<file path="config.mk">
export PLATFORM = sky130hd
export DESIGN_NAME = frame_builder
export DESIGN_NICKNAME = d
export VERILOG_FILES = /design/src/rtl/frame_builder.sv
export SDC_FILE = /design/constraint.sdc
export NUM_CORES = 1
export LEC_CHECK = 0
export ABC_AREA = 1
export BUFFER_PORTS_ARGS = -buffer_cell sky130_fd_sc_hd__buf_2
export CORE_AREA = 4 4 100 102
export DETAILED_ROUTE_END_ITERATION = 8
export DIE_AREA = 0 0 104 106
export GPL_ROUTABILITY_DRIVEN = 0
export PLACE_DENSITY_LB_ADDON = 0.25
export SYNTH_ARGS = -nofsm -noshare
export SYNTH_HDL_FRONTEND = slang
export SYNTH_SLANG_ARGS = --single-unit
</file>
<file path="constraint.sdc">
create_clock -name clk_in -period 1.6 [get_ports clk_in]
set_input_delay 0.32 -clock clk_in [delete_from_list [all_inputs] [get_ports clk_in]]
set_output_delay 0.32 -clock clk_in [all_outputs]
set_load 0.02 [all_outputs]
</file>
<file path="src/rtl/frame_builder.sv">
// Purpose: builds framed word stream HEADER, CTRL, payload[frame_len], CRC16 from a payload valid/ready input.
// Latency: HEADER appears 1 cycle after an accepted frame_start; each payload word appears 1 cycle after its handshake.
// Backpressure: pld_ready is offered only while payload words are still owed; stalls emit vld=0 bubbles on data_out.
//
// Ports:
//   clk_in, rst_n            : clock (rising edge) and asynchronous active-low reset
//   frame_start/_ch/_len     : frame request, channel mask and payload count (1..8), sampled while busy=0
//   pld_data/_valid/_ready   : payload word input handshake
//   data_out, data_out_vld   : registered frame word stream
//   busy, frame_done, len_err: status; frame_done marks the CRC word, len_err flags a rejected request
//   crc_err_inj              : only with macro FRAME_BUILDER_CRC_INJ_EN; inverts the emitted CRC of that frame
module frame_builder #(
  parameter logic [15:0] HEADER   = 16'hE0E0,
  parameter logic [15:0] CRC_INIT = 16'hFFFF
) (
  input  logic        clk_in,
  input  logic        rst_n,
  input  logic        frame_start,
  input  logic [7:0]  frame_ch,
  input  logic [3:0]  frame_len,
  input  logic [15:0] pld_data,
  input  logic        pld_valid,
`ifdef FRAME_BUILDER_CRC_INJ_EN
  input  logic        crc_err_inj,
`endif
  output logic        pld_ready,
  output logic [15:0] data_out,
  output logic        data_out_vld,
  output logic        busy,
  output logic        frame_done,
  output logic        len_err
);

  typedef enum logic [2:0] {
    S_IDLE,
    S_HDR,
    S_CTRL,
    S_PLD,
    S_CRC
  } state_t;

  typedef struct packed {
    logic [7:0] ch;
    logic [3:0] len;
  } frame_cfg_t;

  state_t     state_q;
  frame_cfg_t cfg_q;
  logic [3:0] cnt_q;      // payload handshakes completed in this frame
  logic [15:0] crc_q;
  logic [15:0] ctrl_word;
  logic [15:0] crc_word;
  logic        len_ok;

`ifdef FRAME_BUILDER_CRC_INJ_EN
  logic inj_q;
`endif

  // CRC-16/CCITT, MSB first, one full 16-bit word per call.
  function automatic logic [15:0] crc16_word(input logic [15:0] c, input logic [15:0] d);
    logic [15:0] r;
    logic [15:0] s;
    logic        fb;
    r = c;
    s = d;
    for (int i = 0; i < 16; i++) begin
      fb = r[15] ^ s[15];
      r  = {r[14:0], 1'b0};
      s  = {s[14:0], 1'b0};
      if (fb) r = r ^ 16'h1021;
    end
    return r;
  endfunction

  assign ctrl_word = {cfg_q.ch, 4'h0, cfg_q.len};
  assign len_ok    = (frame_len != 4'd0) && (frame_len <= 4'd8);

  always_comb begin
    crc_word = crc_q;
`ifdef FRAME_BUILDER_CRC_INJ_EN
    if (inj_q) crc_word = ~crc_q;
`endif
  end

  always_ff @(posedge clk_in or negedge rst_n) begin
    if (!rst_n) begin
      state_q      <= S_IDLE;
      cfg_q        <= '0;
      cnt_q        <= '0;
      crc_q        <= CRC_INIT;
      pld_ready    <= 1'b0;
      data_out     <= 16'h0000;
      data_out_vld <= 1'b0;
      busy         <= 1'b0;
      frame_done   <= 1'b0;
      len_err      <= 1'b0;
`ifdef FRAME_BUILDER_CRC_INJ_EN
      inj_q        <= 1'b0;
`endif
    end else begin
      frame_done <= 1'b0;
      len_err    <= 1'b0;
      case (state_q)
        // IDLE and the CRC-word cycle both have busy=0, so either may
        // accept the next request; this is what gives back-to-back frames.
        S_IDLE, S_CRC: begin
          state_q      <= S_IDLE;
          data_out     <= 16'h0000;
          data_out_vld <= 1'b0;
          busy         <= 1'b0;
          pld_ready    <= 1'b0;
          if (frame_start) begin
            if (len_ok) begin
              state_q      <= S_HDR;
              cfg_q.ch     <= frame_ch;
              cfg_q.len    <= frame_len;
              cnt_q        <= '0;
              crc_q        <= CRC_INIT;
              data_out     <= HEADER;
              data_out_vld <= 1'b1;
              busy         <= 1'b1;
`ifdef FRAME_BUILDER_CRC_INJ_EN
              inj_q        <= crc_err_inj;
`endif
            end else begin
              len_err <= 1'b1;
            end
          end
        end
        S_HDR: begin
          state_q      <= S_CTRL;
          data_out     <= ctrl_word;
          data_out_vld <= 1'b1;
          crc_q        <= crc16_word(crc_q, ctrl_word);
        end
        // Nothing can be accepted while CTRL is on the output, so the
        // first PLD cycle always shows a bubble.
        S_CTRL: begin
          state_q      <= S_PLD;
          data_out     <= 16'h0000;
          data_out_vld <= 1'b0;
          pld_ready    <= 1'b1;
        end
        S_PLD: begin
          if (pld_ready && pld_valid) begin
            data_out     <= pld_data;
            data_out_vld <= 1'b1;
            crc_q        <= crc16_word(crc_q, pld_data);
            cnt_q        <= cnt_q + 4'd1;
            if (cnt_q + 4'd1 == cfg_q.len) pld_ready <= 1'b0;
          end else if (!pld_ready) begin
            // All payload taken and the last word is on the output now.
            state_q      <= S_CRC;
            data_out     <= crc_word;
            data_out_vld <= 1'b1;
            frame_done   <= 1'b1;
            busy         <= 1'b0;
          end else begin
            data_out     <= 16'h0000;
            data_out_vld <= 1'b0;
          end
        end
        default: begin
          state_q      <= S_IDLE;
          data_out     <= 16'h0000;
          data_out_vld <= 1'b0;
          busy         <= 1'b0;
          pld_ready    <= 1'b0;
        end
      endcase
    end
  end

endmodule

</file>
==> results of run 1 <==
## cells in the final DEF (no fill, tap or decap), types with 6 or more instances in the layout
cell type  synthesis  layout
a21oi_2            0       6
a22oi_1           16      11
buf_12             0       6
buf_2              6      53
buf_4              4     114
buf_6              2      15
dfrtp_1           40      39
dfstp_2           16      16
inv_1             63      53
inv_2              5      10
nand2_1          172      96
nand2_2           26      68
nand2_4            1      34
nand3_1           71      48
nand3_2            2      23
nor2_1            21      13
nor2_4             0       8
o21ai_0           23       6
o21ai_1            3      13
o21ai_2            0       7
xnor2_1           22      18
xor2_1            19      14
xor2_2             3       6
## timing repair
item                       4_1_cts  5_1_grt
hold buffers                     1        0
pin swaps                       42       41
hold endpoints to repair         7        0
setup buffers                   20       18
setup endpoints to repair       26       44
gates resized for setup         97      133
cloned                           0        2
## worst min path at each step
stage	startpoint	to	slack, ns
6_report	frame_ch[5]	cfg_q[9]$_DFFE_PN0N_	0.23
5_1_grt	frame_ch[5]	cfg_q[9]$_DFFE_PN0N_	0.22
4_1_cts	frame_ch[1]	cfg_q[5]$_DFFE_PN0N_	0.21
3_5_place_dp	rst_n	cfg_q[11]$_DFFE_PN0N_	0.35
3_3_place_gp	rst_n	data_out[11]$_DFF_PN0_	0.34
2_1_floorplan	rst_n	busy$_DFFE_PN0P_	0.02
## per-stage QoR
stage	hold slack (ns)	TNS, ns	setup WS, ns	util [%]
2_1_floorplan	0.02441	-0.1093	-0.03178	-
3_3_place_gp	0.3449	-3.321	-0.2154	56.39
3_5_place_dp	0.3458	-4.105	-0.2725	56.39
4_1_cts	0.2127	-2.278	-0.1998	62.62
5_1_grt	0.2233	-5.292	-0.3477	70.12
6_report	0.2268	-3.035	-0.2559	70.12
## registers in the layout, indices dropped and copies added (netlist names)
name,cells
crc_q,16
pld_ready,1
busy,1
cfg_q,12
cnt_q,4
state_q,3
data_out,16
data_out_vld,1
frame_done,1
len_err,1
## cell type report
type	count	area share [%]
Clock buffer	6	1.136
Multi-Input combinational cell	418	46.52
Timing Repair Buffer	192	23.09
Inverter	68	4.251
Clock inverter	2	0.5485
Sequential cell	56	22.27
Tap cell	111	2.174
## worst reg2reg max path, delay by kind of cell, from the launching register on
| family | cells | cell delay (ns) |
|---|---|---|
| and+or+nand+nor | 6 | 0.55 |
| xor gates and xnor gates | 2 | 0.27 |
| DFF | 1 | 0.65 |
| buffers and inverters | 4 | 0.35 |
## cells by family after synthesis
group                    after synthesis  synth area share [%]
XOR/XNOR                              44                 10.25
multiplexers                           4                 1.131
buffers and inverters                 84                 8.894
AO/OA/AOI/OAI                         61                 9.240
AND/OR/NAND/NOR                      308                 34.48
adder cells (fa/ha/maj)                1                0.3142
flip-flops                            56                 35.70
## per-layer routing
layer	wire, um	vias to the layer above
met3	819	50
li1	-	2141
met5	0	-
met4	525	0
met1	5712	2179
met2	7078	203
==> key figures, run 1 <==
STA
  • RSZ-0062 raised after global routing: yes
  • Post-route setup slack: -0.2559 ns
  • Final Hold Viols: 0
  • Final Skew: between 0.01 and 0.015 ns
  • Minimum clock period: between 1.5 and 2 ns
  • Worst Tran Pin Value: ~0.47 ns
  • Fmax: between 0.5 and 0.6 GHz
  • Final setup viols: 18
  • Final Max Tran Viols: 0
  • Final Cycle Share: 116.0%
  • Slew HR: between 60 and 70%

Synth
  • Number of synthesized register bits: 56
  • Synth top area share: 25.14%
  • Mean Syn Cell Area: 7.135 um2
  • Largest area contributor in the netlist: dfrtp_1
  • Most frequent cell after synthesis: nand2_1
  • Top_reg_cell synth: dfrtp_1
  • Register area share after synthesis: around 36%
  • Main area contributors after synthesis: dfrtp_1 25%, nand2_1 16%, dfstp_2 11%
  • Post-synth EDFFs: 0
  • Post-Syn Area: 0.003981 mm2
  • Ys Warns: 0
  • Post-synth top cells: 172 x nand2_1, 71 x nand3_1, 63 x inv_1
  • Net Count, Synth: between 500 and 600
  • Unique masters post-synth: 37
  • Cells after Synth: between 500 and 600
  • Asr flop ratio synth: 100.0%

Worst setup path
  • Crit Reg-Reg Endpoint: crc_q[13]$_DFFE_PN1P_
  • Crit. path cell count: 12
  • Kind of critical path: reg2reg
  • Crit path cell chain: buf_12 -> xnor2_4 -> nand2_2 -> nand2_4 -> buf_12 -> xor2_2 -> inv_1 -> nand2_1 -> nand3_1 -> nand3_2 -> nand2_1 -> inv_1
  • CP Capture Point: crc_q[13]$_DFFE_PN1P_
  • Highest net fanout along the worst path: 5
  • WP buf/inv: 4
  • Worst Path Required: ~1.9 ns
  • Worst R2R Setup Slack: -0.26 ns
  • Crit-path leading delay family: flip-flops
  • Cell count of the worst reg-to-reg path: 12
  • CP startpoint: crc_q[12]$_DFFE_PN1P_
  • Reg2reg start: crc_q[12]$_DFFE_PN1P_
  • Slowest cell on the critical path: dfstp_2
  • CP Capture Type: flip-flop
  • Slowest stage delay, CP: 0.65 ns
  • WP data arrival: ~2.1 ns
  • Startpoint class of the critical path: flip-flop

Global route
  • M1 GR Usage: around 28%
  • GRT Total Usage: ~23%
  • Met2 GRT Util: between 40% and 50%
  • Largest net degree at the start of global routing: 57
  • Vias in the first global route: between 4000 and 5000
  • Grt total ovfl: 0
  • Initial antenna violation count: 0
  • Gr busiest metal: met2
  • Global Route met3 Usage: under 10%
  • First-pass GRT wire length: around 20 mm

Clock tree
  • CTS Buf Count: 5
  • CTS Buffer Depth: 2
  • TritonCTS Sinks: between 50 and 60
  • H-tree levels: 2
  • Worst-Skew Late Latency: approximately 0.32 ns
  • Clock transition at path regs: between 0.1 and 0.15 ns
  • CTS tree: built
  • Clk root buf: clkbuf_8

Floorplanning
  • Initial Util: a little over two fifths
  • Die H: 106 um
  • Num ports: between 50 and 60
  • Die Width: ~100 um
  • Core area: approximately 0.0091 mm2
  • DIE AREA: about 0.011 mm2
  • Row Count: 35

Cells and area
  • Synth-to-layout area growth: 60.43%
  • Register Area: roughly 0.0014 mm2
  • Finished Layout Cells: around 850
  • Diode count: 0
  • Post-layout nets: 774
  • Layout cell share with drive strength beyond 1: 55.39%
  • Area of the multi-input gates: about 0.003 mm2
  • Fill cells: approximately 690
  • Post-Layout Inst Area: approximately 0.0064 mm2

Drt
  • Number of DRC markers in iteration 0: 310
  • Post-route DRC: 0
  • DRT Pass-1 Iters: 4
  • Remaining antenna violation count: 0
  • Vias: approximately 4600
  • Post-Route WL: approximately 14 mm
  • Vias per inst: about 5.4
  • WL/cell: 16.57 um

Outcome
  • Failing checks: setup timing
  • Outcome: finished, violations left

Placed design
  • Placed insts: between 800 and 900
  • Number of port buffers: 52
  • Area after DPL: 0.005136 mm2
  • DPL Wire Length: approximately 9.3 mm

Worst hold path
  • Worst Hold Depth: 2
  • Worst min path class: in2reg

Flow run
  • Max-cap violation count: 0
Power of run 1 is not shown: default switching activity piles up to over one toggle a cycle in this logic, so the estimate is an artifact.
==> inputs of run 2 (changes only) <==
--- a/config.mk
+++ b/config.mk
@@ -12,6 +12,7 @@
 export DIE_AREA = 0 0 104 106
 export GPL_ROUTABILITY_DRIVEN = 0
 export PLACE_DENSITY_LB_ADDON = 0.25
+export SKIP_CTS_REPAIR_TIMING = 1
 export SYNTH_ARGS = -nofsm -noshare
 export SYNTH_HDL_FRONTEND = slang
 export SYNTH_SLANG_ARGS = --single-unit
==> constraint.sdc (replaced) <==
create_clock -name clk_in -period 2.1 [get_ports clk_in]
set_input_delay 0.42 -clock clk_in [delete_from_list [all_inputs] [get_ports clk_in]]
set_output_delay 0.42 -clock clk_in [all_outputs]
set_load 0.02 [all_outputs]
==> run 2 against run 1 <==
Effect of this change: the flow now finishes without violations; die area stayed put; register-to-register slack better by 0.42 ns; maximum frequency down 4.0%; worst setup slack better by 0.42 ns; critical path depth up 1; first-iteration DRC count down 13%.
==> key figures, run 2 (same netlist as run 1, synthesis figures left out) <==
Cells and area
  • Most common cell after layout, fill and taps aside: nand2_1
  • Most frequent cells in the layout: 163 x nand2_1, 70 x nand3_1, 63 x inv_1
  • Layout cell share with drive strength beyond 1: about a quarter
  • Largest registers: crc_q (16), data_out (16), cfg_q (12)
  • Synth-to-layout area growth: 14.52%
  • Fill cells: approximately 930
  • Post-layout nets: 650
  • Diode count: 0
  • Finished Layout Cells: between 700 and 800

Global route
  • Largest net degree at the start of global routing: 57
  • First-pass GRT wire length: approximately 18 mm
  • GRT Total Usage: around a fifth
  • Grt total ovfl: 0
  • Vias in the first global route: approximately 3800
  • Initial antenna violation count: 0

Worst setup path
  • Startpoint class of the critical path: flip-flop
  • Cell count of the worst reg-to-reg path: 13
  • WP data arrival: approximately 2.2 ns
  • Highest net fanout along the worst path: 4
  • Kind of critical path: reg2reg
  • Worst Path Required: 2.36 ns
  • CP Capture Type: flip-flop

Drt
  • Vias: roughly 3800
  • Vias per inst: 5.262
  • DRT Pass-1 Iters: 5
  • Post-Route WL: between 10 and 15 mm
  • Remaining antenna violation count: 0
  • Post-route DRC: 0
  • WL/cell: between 15 and 20 um
  • Number of DRC markers in iteration 0: roughly 270

STA
  • Final Max Tran Viols: 0
  • Final Skew: approximately 0.016 ns
  • Final setup viols: 0
  • Fmax: approximately 0.52 GHz
  • TNS Setup: 0 ns
  • Slew HR: 73.01%
  • Final Hold Viols: 0
  • Final Cycle Share: 92.06%
  • Post-route setup slack: ~0.17 ns
  • Minimum clock period: a little under 2 ns
  • RSZ-0062 raised after global routing: no
  • WHS: about 0.073 ns
  • Worst Tran Pin Value: between 0.4 and 0.5 ns

Clock tree
  • CTS tree: built
  • Worst-Skew Late Latency: around 0.33 ns
  • Clk root buf: clkbuf_8
  • TritonCTS Sinks: 56
  • Clock transition at path regs: between 0.1 and 0.15 ns
  • H-tree levels: 2
  • CTS Buffer Depth: 2
  • CTS Buf Count: 5

Floorplanning
  • Row Count: 35
  • DIE AREA: 0.01102 mm2
  • Die Width: 104 um
  • Num ports: 53
  • Core area: 0.009109 mm2
  • Initial Util: between 40% and 50%
  • Die H: 106 um

Outcome
  • Outcome: finished, final reports clean

Flow run
  • Max-cap violation count: 0

Worst hold path
  • Worst min path class: in2async

Placed design
  • Placed insts: 720
  • DPL Wire Length: 8.241 mm
  • Number of port buffers: between 50 and 60
  • Pre-CTS setup slack: 0.1748 ns
-- run 2: cell types whose count changed in the layout (fill, tap and decap cells not counted), moves of 10 or more --
cell	delta
nand2_4	-32
inv_1	+10
buf_4	-100
buf_6	-15
nand3_1	+22
nand2_1	+67
o21ai_1	-10
nand2_2	-34
nand3_2	-20
o21ai_0	+17
-- run 2: stage by stage --
| stage | area [um2] | util (%) |
|---|---|---|
| 2_1_floorplan | 3981 | - |
| 3_3_place_gp | 4419 | 48.52 |
| 3_5_place_dp | 4419 | 48.52 |
| 4_1_cts | 4504 | 49.45 |
| 5_1_grt | 4559 | 50.05 |
| 6_report | 4559 | 50.05 |
-- run 2: area by class of cell --
| type | instances | area, um2 | area share, % |
|---|---|---|---|
| Inverter | 68 | 255.2 | 5.598 |
| Tap cell | 111 | 138.9 | 3.046 |
| Clock inverter | 2 | 12.51 | 0.2744 |
| Multi-Input combinational cell | 418 | 2253 | 49.42 |
| Clock buffer | 6 | 72.57 | 1.592 |
| Timing Repair Buffer | 68 | 405.4 | 8.891 |
| Sequential cell | 56 | 1421 | 31.17 |
-- run 2: routing by layer --
layer	vias to the layer above	track usage (%)	wire length [um]
met5	-	0	0
met4	0	5.128	147
met3	12	2.914	693
met2	117	35.47	5371
met1	1818	25.94	4782
li1	1889	-	-
-- run 2: worst max-delay path, cell delays in order (launching register included) --
cell	delay (ns)
dfstp_2	0.55
buf_4	0.12
xor2_1	0.21
nand2_1	0.12
nand2_2	0.15
nand2_2	0.08
nand2_2	0.11
nand2_1	0.09
nand2_1	0.12
nand2_1	0.06
nand3_1	0.06
nand3_1	0.09
nand2_1	0.08
inv_1	0.04
-- run 2: path summary, 6_finish.rpt --
check / startpoint / endpoint / slack, ns
worst max-delay path: crc_q[12]$_DFFE_PN1P_ / crc_q[12]$_DFFE_PN1P_ / 0.17
worst min-delay path: rst_n / data_out[3]$_DFF_PN0_ / 0.07
worst max register to register: crc_q[12]$_DFFE_PN1P_ / crc_q[12]$_DFFE_PN1P_ / 0.17
worst min register to register: busy$_DFFE_PN0P_ / busy$_DFFE_PN0P_ / 0.50
max in group asynchronous: rst_n / crc_q[9]$_DFFE_PN1P_ / 1.71
min in group clk_in: frame_ch[2] / cfg_q[6]$_DFFE_PN0N_ / 0.29
Power of run 2 is left out for the same reason.
==> inputs of run 3 (changes only) <==
--- a/config.mk
+++ b/config.mk
@@ -12,6 +12,7 @@
 export DIE_AREA = 0 0 104 106
 export GPL_ROUTABILITY_DRIVEN = 0
 export PLACE_DENSITY_LB_ADDON = 0.25
+export REMOVE_ABC_BUFFERS = 1
 export SKIP_CTS_REPAIR_TIMING = 1
 export SYNTH_ARGS = -nofsm -noshare
 export SYNTH_HDL_FRONTEND = slang
==> run 3 against run 2 <==
Effect of this change: critical path type unchanged; cell count grew 0.41%; utilization grew 0.23 points; maximum frequency shrank 2.1%; global-route usage shrank 0.53 points; clock skew shrank 0.0076 ns; routed wire length shrank 3.1%; cell area grew 0.47%; register-to-register slack lost 0.04 ns; highest routed layer unchanged; sequential share of layout area shrank 0.14 points; critical endpoint is now crc_q[13]$_DFFE_PN1P_.
==> key figures, run 3 (same netlist as run 1, synthesis figures left out) <==
Global route
  • GRT Total Usage: approximately 20%
  • First-pass GRT wire length: approximately 18 mm
  • Largest net degree at the start of global routing: 57
  • Initial antenna violation count: 0
  • Vias in the first global route: 3710
  • Grt total ovfl: 0

STA
  • Final setup viols: 0
  • Worst Tran Pin Value: between 0.3 and 0.4 ns
  • Final Max Tran Viols: 0
  • WHS: 0.06559 ns
  • Minimum clock period: a little under 2 ns
  • Slew HR: about 74%
  • Fmax: between 0.5 and 0.6 GHz
  • TNS Setup: 0 ns
  • Final Hold Viols: 0
  • Final Cycle Share: 94.03%
  • Final Skew: about 0.0083 ns

Clock tree
  • Clk root buf: clkbuf_8
  • TritonCTS Sinks: 56
  • CTS tree: built
  • Worst-Skew Late Latency: between 0.3 and 0.4 ns
  • CTS Buffer Depth: 2
  • CTS Buf Count: 5
  • H-tree levels: 2
  • Clock transition at path regs: about 0.10 ns

Worst hold path
  • Worst min path class: in2async

Floorplanning
  • DIE AREA: around 0.011 mm2
  • Num ports: 53
  • Core area: a little over 0.009 mm2
  • Die H: 106 um
  • Initial Util: 43.71%
  • Die Width: approximately 100 um
  • Row Count: 35

Worst setup path
  • Crit Reg-Reg Endpoint: crc_q[13]$_DFFE_PN1P_
  • Worst Path Required: ~2.4 ns
  • Highest net fanout along the worst path: 6
  • CP Capture Point: crc_q[13]$_DFFE_PN1P_
  • WP data arrival: approximately 2.2 ns
  • Startpoint class of the critical path: flip-flop
  • Worst R2R Setup Slack: about 0.13 ns
  • CP startpoint: crc_q[13]$_DFFE_PN1P_
  • Cell count of the worst reg-to-reg path: 12
  • Reg2reg start: crc_q[13]$_DFFE_PN1P_
  • CP Capture Type: flip-flop
  • Kind of critical path: reg2reg

Drt
  • Post-route DRC: 0
  • Remaining antenna violation count: 0
  • DRT Pass-1 Iters: 7
  • WL/cell: 14.55 um
  • Vias: roughly 3800
  • Vias per inst: between 5 and 6
  • Number of DRC markers in iteration 0: ~220
  • Post-Route WL: ~11 mm

Cells and area
  • Largest registers: crc_q (16), data_out (16), cfg_q (12)
  • Most common cell after layout, fill and taps aside: nand2_1
  • Most frequent cells in the layout: 168 x nand2_1, 71 x nand3_1, 63 x inv_1
  • Synth-to-layout area growth: 15.05%
  • Layout cell share with drive strength beyond 1: 23.51%
  • Post-layout nets: about 650
  • Finished Layout Cells: 732
  • Diode count: 0

Flow run
  • Max-cap violation count: 0

Placed design
  • Number of port buffers: 52
  • DPL Wire Length: between 8 and 9 mm
  • Placed insts: 720

Outcome
  • Outcome: finished, final reports clean
[run 3: final cells by class]
type,instances,area (um2)
fillers,930,4528
multi-input cells,418,2242
flip-flops and latches,56,1421
repair buffers,71,415.4
inverters,68,255.2
well taps,111,138.9
clock buffers,6,72.57
clock inverters,2,35.03
[run 3: stage by stage]
stage                     area (um2)  utilization, %  setup slack (ns)
after floorplan                 3882               -           0.07673
after global placement          4407           48.38            0.1071
after detailed placement        4407           48.38            0.1070
after CTS                       4514           49.56            0.1043
after global routing            4581           50.29          -0.01415
final                           4581           50.29            0.1253
[run 3: layer usage]
metal	track usage [%]	routed length, um
met5	0	0
met1	24.85	4832
met2	33.70	5127
met4	7.312	242
met3	3.097	450
[run 3: worst max-delay path: stages (launching register included)]
cell	delay (ns)
dfstp_2	0.68
xor2_2	0.27
nand2_2	0.13
nand2_2	0.12
nand2_1	0.06
nand2_1	0.13
nand2_1	0.12
nand2_2	0.10
nand2_1	0.05
nand3_1	0.07
nand3_1	0.09
nand2_1	0.07
inv_1	0.04
[run 3: worst min path at each step]
stage,startpoint,to,slack [ns],cells past startpoint
after floorplan,rst_n,busy$_DFFE_PN0P_,0.12,0
after global placement,rst_n,data_out[15]$_DFF_PN0_,0.44,2
after detailed placement,rst_n,data_out[15]$_DFF_PN0_,0.44,2
after CTS,rst_n,data_out[15]$_DFF_PN0_,0.09,2
after global routing,rst_n,data_out[15]$_DFF_PN0_,0.11,2
final,rst_n,data_out[15]$_DFF_PN0_,0.07,2
Power of run 3 is left out for the same reason.
